$ cat src/rtl/n_bit_alu_mc_if.sv
// Operand-issue and result-writeback handshake bundle for n_bit_alu_mc.
// The master is the issuing/consuming side; the slave is the ALU.
interface n_bit_alu_mc_if #(
  parameter int unsigned N = 32
);
  logic         in_valid;
  logic         in_ready;
  logic [N-1:0] A;
  logic [N-1:0] B;
  logic [3:0]   control;
  logic         out_valid;
  logic         out_ready;
  logic [N-1:0] ALU_Result;
  logic         zero;
  logic         carry;
  logic         overflow;
  logic         div_zero;

  modport master (
    output in_valid, A, B, control, out_ready,
    input  in_ready, out_valid, ALU_Result, zero, carry, overflow, div_zero
  );

  modport slave (
    input  in_valid, A, B, control, out_ready,
    output in_ready, out_valid, ALU_Result, zero, carry, overflow, div_zero
  );
endinterface

$ cat src/rtl/n_bit_alu_mc.sv
// Multi-cycle N-bit ALU: single-cycle logic/arith ops, iterative shift-add
// multiply and restoring divide, registered result and flags behind valid/ready.
module n_bit_alu_mc #(
  parameter int unsigned N = 32
) (
  input logic           clk,
  input logic           rst_n,
  n_bit_alu_mc_if.slave bus
);

  localparam int unsigned SW = $clog2(N);
  localparam int unsigned CW = $clog2(N + 1);

  typedef enum logic [1:0] {IDLE, BUSY, DONE} state_t;
  typedef enum logic [3:0] {
    OP_ADD, OP_SUB, OP_MUL, OP_DIV, OP_XNOR, OP_GT, OP_AND, OP_OR,
    OP_XOR, OP_SHL, OP_SHR, OP_NOR, OP_NAND, OP_ROL, OP_ROR, OP_EQ
  } op_t;

  state_t         state, state_nx;
  op_t            op;
  logic           accept, start_mc;
  logic [CW-1:0]  cnt;
  logic           is_div;
  logic [N-1:0]   opnd;
  logic [N-1:0]   rem;
  logic [2*N-1:0] acc;
  logic [N:0]     mul_sum, div_sh, div_tr;
  logic           div_ok;
  logic [2*N-1:0] mul_nx;
  logic [N-1:0]   quo_nx, mc_res;
  logic [N:0]     add_w, sub_w;
  logic [N-1:0]   sc_res;
  logic           sc_carry, sc_ovf, sc_dz;
  logic [N-1:0]   res;
  logic           zero_r, carry_r, ovf_r, dz_r;

  assign op             = op_t'(bus.control);
  assign bus.in_ready   = (state == IDLE);
  assign bus.out_valid  = (state == DONE);
  assign bus.ALU_Result = res;
  assign bus.zero       = zero_r;
  assign bus.carry      = carry_r;
  assign bus.overflow   = ovf_r;
  assign bus.div_zero   = dz_r;

  assign accept   = bus.in_valid && (state == IDLE);
  assign start_mc = (op == OP_MUL) || ((op == OP_DIV) && (bus.B != '0));

  always_ff @(posedge clk or negedge rst_n) begin
    if (!rst_n) state <= IDLE;
    else        state <= state_nx;
  end

  always_comb begin
    state_nx = state;
    unique case (state)
      IDLE:    if (accept) state_nx = start_mc ? BUSY : DONE;
      BUSY:    if (cnt == CW'(1)) state_nx = DONE;
      DONE:    if (bus.out_ready) state_nx = IDLE;
      default: state_nx = IDLE;
    endcase
  end

  // acc holds {partial product, multiplier} for MUL, quotient in the low half for DIV.
  // Remainder stays below the divisor, so the sign of the N+1-bit trial decides the bit.
  always_comb begin
    mul_sum = {1'b0, acc[2*N-1:N]} + (acc[0] ? {1'b0, opnd} : '0);
    mul_nx  = {mul_sum, acc[N-1:1]};
    div_sh  = {rem, acc[N-1]};
    div_tr  = div_sh - {1'b0, opnd};
    div_ok  = ~div_tr[N];
    quo_nx  = {acc[N-2:0], div_ok};
    mc_res  = is_div ? quo_nx : mul_nx[N-1:0];
  end

  always_comb begin
    add_w    = {1'b0, bus.A} + {1'b0, bus.B};
    sub_w    = {1'b0, bus.A} - {1'b0, bus.B};
    sc_res   = '0;
    sc_carry = 1'b0;
    sc_ovf   = 1'b0;
    sc_dz    = 1'b0;
    case (op)
      OP_ADD: begin
        sc_res   = add_w[N-1:0];
        sc_carry = add_w[N];
        sc_ovf   = (bus.A[N-1] == bus.B[N-1]) && (add_w[N-1] != bus.A[N-1]);
      end
      OP_SUB: begin
        sc_res   = sub_w[N-1:0];
        sc_carry = sub_w[N];
        sc_ovf   = (bus.A[N-1] != bus.B[N-1]) && (sub_w[N-1] != bus.A[N-1]);
      end
      OP_DIV: begin
        sc_res = '1;
        sc_dz  = 1'b1;
      end
      OP_XNOR: sc_res = ~(bus.A ^ bus.B);
      OP_GT:   sc_res = N'(bus.A > bus.B);
      OP_AND:  sc_res = bus.A & bus.B;
      OP_OR:   sc_res = bus.A | bus.B;
      OP_XOR:  sc_res = bus.A ^ bus.B;
      OP_SHL:  sc_res = bus.A << bus.B[SW-1:0];
      OP_SHR:  sc_res = bus.A >> bus.B[SW-1:0];
      OP_NOR:  sc_res = ~(bus.A | bus.B);
      OP_NAND: sc_res = ~(bus.A & bus.B);
      OP_ROL:  sc_res = {bus.A[N-2:0], bus.A[N-1]};
      OP_ROR:  sc_res = {bus.A[0], bus.A[N-1:1]};
      OP_EQ:   sc_res = N'(bus.A == bus.B);
      default: sc_res = '0;
    endcase
  end

  always_ff @(posedge clk or negedge rst_n) begin
    if (!rst_n) begin
      cnt     <= '0;
      is_div  <= 1'b0;
      opnd    <= '0;
      rem     <= '0;
      acc     <= '0;
      res     <= '0;
      zero_r  <= 1'b0;
      carry_r <= 1'b0;
      ovf_r   <= 1'b0;
      dz_r    <= 1'b0;
    end else begin
      unique case (state)
        IDLE: if (accept) begin
          if (start_mc) begin
            cnt    <= CW'(N);
            is_div <= (op == OP_DIV);
            opnd   <= (op == OP_DIV) ? bus.B : bus.A;
            acc    <= (2*N)'((op == OP_DIV) ? bus.A : bus.B);
            rem    <= '0;
          end else begin
            res     <= sc_res;
            zero_r  <= (sc_res == '0);
            carry_r <= sc_carry;
            ovf_r   <= sc_ovf;
            dz_r    <= sc_dz;
          end
        end
        BUSY: begin
          cnt <= cnt - CW'(1);
          acc <= is_div ? {acc[2*N-1:N], quo_nx} : mul_nx;
          rem <= div_ok ? div_tr[N-1:0] : div_sh[N-1:0];
          if (cnt == CW'(1)) begin
            res     <= mc_res;
            zero_r  <= (mc_res == '0);
            carry_r <= 1'b0;
            ovf_r   <= 1'b0;
            dz_r    <= 1'b0;
          end
        end
        default: ;
      endcase
    end
  end

endmodule

$ cat src/flat_wrapper.sv
// flat-port wrapper written by rule: the top's interface ports become plain ports
module n_bit_alu_mc_flat 
#(
  parameter int unsigned N = 32
)
  (clk, rst_n, bus_in_valid, bus_A, bus_B, bus_control, bus_out_ready, bus_in_ready, bus_out_valid, bus_ALU_Result, bus_zero, bus_carry, bus_overflow, bus_div_zero);
  n_bit_alu_mc_if #(.N(N)) bus_i ();
  input logic clk;
  input logic rst_n;
  input wire logic [$bits(bus_i.in_valid)-1:0] bus_in_valid;
  input wire logic [$bits(bus_i.A)-1:0] bus_A;
  input wire logic [$bits(bus_i.B)-1:0] bus_B;
  input wire logic [$bits(bus_i.control)-1:0] bus_control;
  input wire logic [$bits(bus_i.out_ready)-1:0] bus_out_ready;
  output wire logic [$bits(bus_i.in_ready)-1:0] bus_in_ready;
  output wire logic [$bits(bus_i.out_valid)-1:0] bus_out_valid;
  output wire logic [$bits(bus_i.ALU_Result)-1:0] bus_ALU_Result;
  output wire logic [$bits(bus_i.zero)-1:0] bus_zero;
  output wire logic [$bits(bus_i.carry)-1:0] bus_carry;
  output wire logic [$bits(bus_i.overflow)-1:0] bus_overflow;
  output wire logic [$bits(bus_i.div_zero)-1:0] bus_div_zero;
  assign bus_i.in_valid = bus_in_valid;
  assign bus_i.A = bus_A;
  assign bus_i.B = bus_B;
  assign bus_i.control = bus_control;
  assign bus_i.out_ready = bus_out_ready;
  assign bus_in_ready = bus_i.in_ready;
  assign bus_out_valid = bus_i.out_valid;
  assign bus_ALU_Result = bus_i.ALU_Result;
  assign bus_zero = bus_i.zero;
  assign bus_carry = bus_i.carry;
  assign bus_overflow = bus_i.overflow;
  assign bus_div_zero = bus_i.div_zero;
  n_bit_alu_mc #(.N(N)) u_core (.clk(clk), .rst_n(rst_n), .bus(bus_i));
endmodule
$ cat config.mk
export PLATFORM = sky130hd
export DESIGN_NAME = n_bit_alu_mc_flat
export DESIGN_NICKNAME = d
export VERILOG_FILES = /design/src/rtl/n_bit_alu_mc_if.sv /design/src/rtl/n_bit_alu_mc.sv /design/src/flat_wrapper.sv
export SDC_FILE = /design/constraint.sdc
export NUM_CORES = 1
export LEC_CHECK = 0
export ABC_CLOCK_PERIOD_IN_PS = 4200
export CORE_MARGIN = 4
export CORE_UTILIZATION = 35
export CTS_BUF_LIST = sky130_fd_sc_hd__clkbuf_2
export CTS_CLUSTER_SIZE = 25
export DETAILED_ROUTE_END_ITERATION = 10
export MAX_ROUTING_LAYER = met4
export SKIP_CTS_REPAIR_TIMING = 1
export SLEW_MARGIN = 30
export SYNTH_ARGS = -nofsm -noshare
export SYNTH_HDL_FRONTEND = slang
export SYNTH_SLANG_ARGS = --single-unit
$ cat constraint.sdc
create_clock -name clk -period 4.2 [get_ports clk]
set_clock_uncertainty 0.1 [all_clocks]
set_input_delay 1.26 -clock clk [delete_from_list [all_inputs] [get_ports clk]]
set_output_delay 1.26 -clock clk [all_outputs]
set_load 0.05 [all_outputs]
==> flow_summary.json, run 1 <==
{
  "status": "finished, violations left",
  "violations": "setup timing",
  "p_leak_nw": 14.5,
  "vias": 27900,
  "drive_gt1_frac": 0.299,
  "path_clk_slew_ns": 0.31,
  "crit_arrival_ns": 5.12,
  "hold_viol": 0,
  "max_freq_mhz": 230,
  "async_flop_share": 1.00,
  "finalNonFillerCells": 4591,
  "synth_seq_cells": 173,
  "postPlaceCellArea_um2": 30700,
  "max_stage_delay_ns": 0.61,
  "place.gp.congestion": 1.10,
  "fill_cells": 6312,
  "gr-total-overflow": 0,
  "place_inst": 4539,
  "synth-edff-count": 0,
  "power.density_nw_per_um2": 411,
  "synthDistinctLibCells": 96,
  "utilization": 0.500,
  "start_util": 0.356,
  "post_drt_wl_per_cell_um": 25.4,
  "antenna_found_initial": 4,
  "die_w_um": 262,
  "grt_max_degree": 95,
  "critPathSlowestCell": "clkdlybuf4s50_1",
  "area_growth_pct": 40.3,
  "cts.htree.levels": 4,
  "final_cell_mix": "buf_4 (829), nand2_1 (282), a21oi_1 (236), nor2_1 (230), o21ai_0 (173)",
  "port_buffers": 109,
  "die_h_um": 262,
  "path_class": "input port to flip-flop",
  "hpwl_um": 95400,
  "cts.sinks": 173,
  "reg2reg_from": "u_core.acc[31]$_DFFE_PN0P_",
  "setup_viol": 2,
  "syn_nets": 3220,
  "grt_use_total": 0.331,
  "post-route-drc-count": 0,
  "cts_made_buffers": 17,
  "core_um2": 63500,
  "ir_drop_v": 0.000277,
  "firstDrtPassIters": 6,
  "crit_path_frequent_cell": "buf_4",
  "grt_pass1_vias": 26500,
  "rsz0062_at_grt": "true",
  "totalWireLength_um": 117000,
  "required_ns": 4.98,
  "synth_area_per_cell_um2": 7.60,
  "post-route-min-period_ns": 4.34,
  "pre_cts_slack_ns": -2.04,
  "ys_warn_count": 0,
  "endpoint_kind": "flip-flop",
  "ios": 110,
  "worstMarginPinSlew_ns": 0.980,
  "core.rowCount": 92,
  "crit_fanout": 7,
  "r2r-end": "u_core.bus.ALU_Result[0]$_DFFE_PN0P_",
  "cts_tree": "done",
  "r2r_slack_ns": 0.12,
  "fin_ws_ns": -0.139,
  "vias_per_cell": 6.08,
  "postRouteAntennaNets": 0,
  "synthFlopType": "dfrtp_1",
  "relSlewSlack": 0.342,
  "syn-cell-area_um2": 22600,
  "worstSetupStartpointType": "input port",
  "reg2regPathDepth": 17,
  "layout.nets": 3971,
  "cap_violations": 0,
  "grt_pass1_wl_um": 171000,
  "syn_inst": 2977,
  "clkLatencyLatePin_ns": 0.91,
  "drt_iter0_drc": 3425,
  "crit_chain": "clkdlybuf4s50_1 > inv_1 > ha_1 > buf_4 > buf_4 > a21o_1 > nor2_1 > buf_4 > o31a_1 > o21ai_1 > and2_1 > o32a_1 > or4bb_4 > nor4_4 > and4_1 > nand2_1 > nand2_1",
  "design_area_um2": 31800,
  "root_buffer": "clkbuf_2",
  "layout_commonest_cell": "buf_4",
  "min_path_type": "input port to asynchronous set/reset pin",
  "cts_buffer_depth": 2,
  "finalCritPeriodShare": 1.03,
  "seq_area_frac_synth": 0.191,
  "dieArea_um2": 68800,
  "maxSlewViolCount": 0
}
metal layers:
metal / GRT usage / routed length, µm / part of all wire / vias up
li1: - / - / - / 12700
met1: 0.431 / 47900 / 0.41 / 13400
met2: 0.510 / 51700 / 0.44 / 1517
met3: 0.0472 / 10600 / 0.091 / 306
met4: 0.153 / 6640 / 0.057 / 0
met5: - / 0 / 0 / -
report_power, final:
| group | leakage, nW | internal, mW | switching, mW |
|---|---|---|---|
| logic | 12.2 | 3.87 | 5.05 |
| clock network | 0.169 | 0.355 | 0.669 |
| registers | 2.13 | 2.39 | 0.739 |
synth_stat cells, types with 23 or more instances:
master    number  area [µm²]
mux4_2        39         878
nor2_1       235         882
a31oi_1       23         144
inv_1        154         578
mux2_2        24         270
o211ai_1      92         691
xor2_1        25         219
nand2_1      283        1060
xnor2_1       39         342
o221ai_1      29         254
o21bai_1      24         180
buf_2         36         180
nor3_1        51         255
o21ai_0      178         891
a211oi_1      81         608
o21ai_1       42         210
a21oi_1      247        1240
nor2b_1       31         194
o22ai_1       33         206
nand2b_1      35         219
a221oi_1      35         307
clkbuf_1     177         664
ha_1         167        2090
dfrtp_1      173        4330
a21o_1        59         443
mux2i_1       96         961
and2_1        48         300
nand3_1       82         410
nor4_1        37         231
layout make-up:
class / count / area [µm²] / area share
clock buffer: 18 / 90.1 / 0.00284
multi-input combinational: 2403 / 17500 / 0.551
antenna: 4 / 10.0 / 0.000315
clock inverter: 14 / 186 / 0.00587
inverter: 162 / 614 / 0.0193
timing repair buffer: 971 / 7970 / 0.251
sequential: 173 / 4330 / 0.136
tap: 846 / 1060 / 0.0333
how the worst max path moves through the flow:
stage / startpoint / endpoint / slack [ns] / cells after the start
finish: bus_B[15] / u_core.bus.zero$_DFFE_PN0P_ / -0.14 / 17
global route: bus_A[4] / u_core.bus.zero$_DFFE_PN0P_ / -0.15 / 17
CTS: bus_A[0] / u_core.bus.zero$_DFFE_PN0P_ / -1.04 / 18
detailed placement: bus_A[0] / u_core.bus.zero$_DFFE_PN0P_ / -2.04 / 18
global placement: bus_A[0] / u_core.bus.zero$_DFFE_PN0P_ / -2.05 / 18
floorplan: bus_B[1] / u_core.bus.zero$_DFFE_PN0P_ / -0.73 / 20
state kept, by name, indices dropped and copies added, names as in the netlist:
register	cells
u_core.rem	32
u_core.cnt	6
u_core.bus.carry	1
u_core.bus.ALU_Result	32
u_core.bus.zero	1
u_core.is_div	1
u_core.opnd	32
u_core.bus.div_zero	1
u_core.acc	64
u_core.bus.overflow	1
u_core.state	2
critical path, delay by kind of cell:
family                     cells  cell delay [ns]
and+or+nand+nor                7             1.49
AOI/OAI and AO/OA              4             0.80
adders and majority gates      1             0.37
buffers and inverters          5             1.20
stage by stage:
| step | hold slack, ns | setup TNS [ns] | total power, mW |
|---|---|---|---|
| 6_report | 0.252 | -0.142 | 13.1 |
| 5_1_grt | 0.280 | -0.368 | 14.0 |
| 4_1_cts | 0.254 | -8.56 | 12.6 |
| 3_5_place_dp | 0.354 | -50.85 | 11.6 |
| 3_3_place_gp | 0.356 | -38.34 | 11.5 |
| 2_1_floorplan | 0.335 | -4.25 | 8.37 |
logic make-up after synthesis:
logic type	Yosys count	synth area share
AO/OA/AOI/OAI	1081	0.322
XOR/XNOR	64	0.0248
adder cells (fa/ha/maj)	171	0.0959
buffers and inverters	401	0.0712
flip-flops	173	0.191
multiplexers	179	0.104
AND/OR/NAND/NOR	908	0.191
No activity file was read; power rests on OpenSTA's default activity.
==> run 2: changes to the inputs <==
SLEW_MARGIN = 10   (was 30)
==> results of run 2 <==
No change in the layout: final DEF, timing and power equal those of run 1.
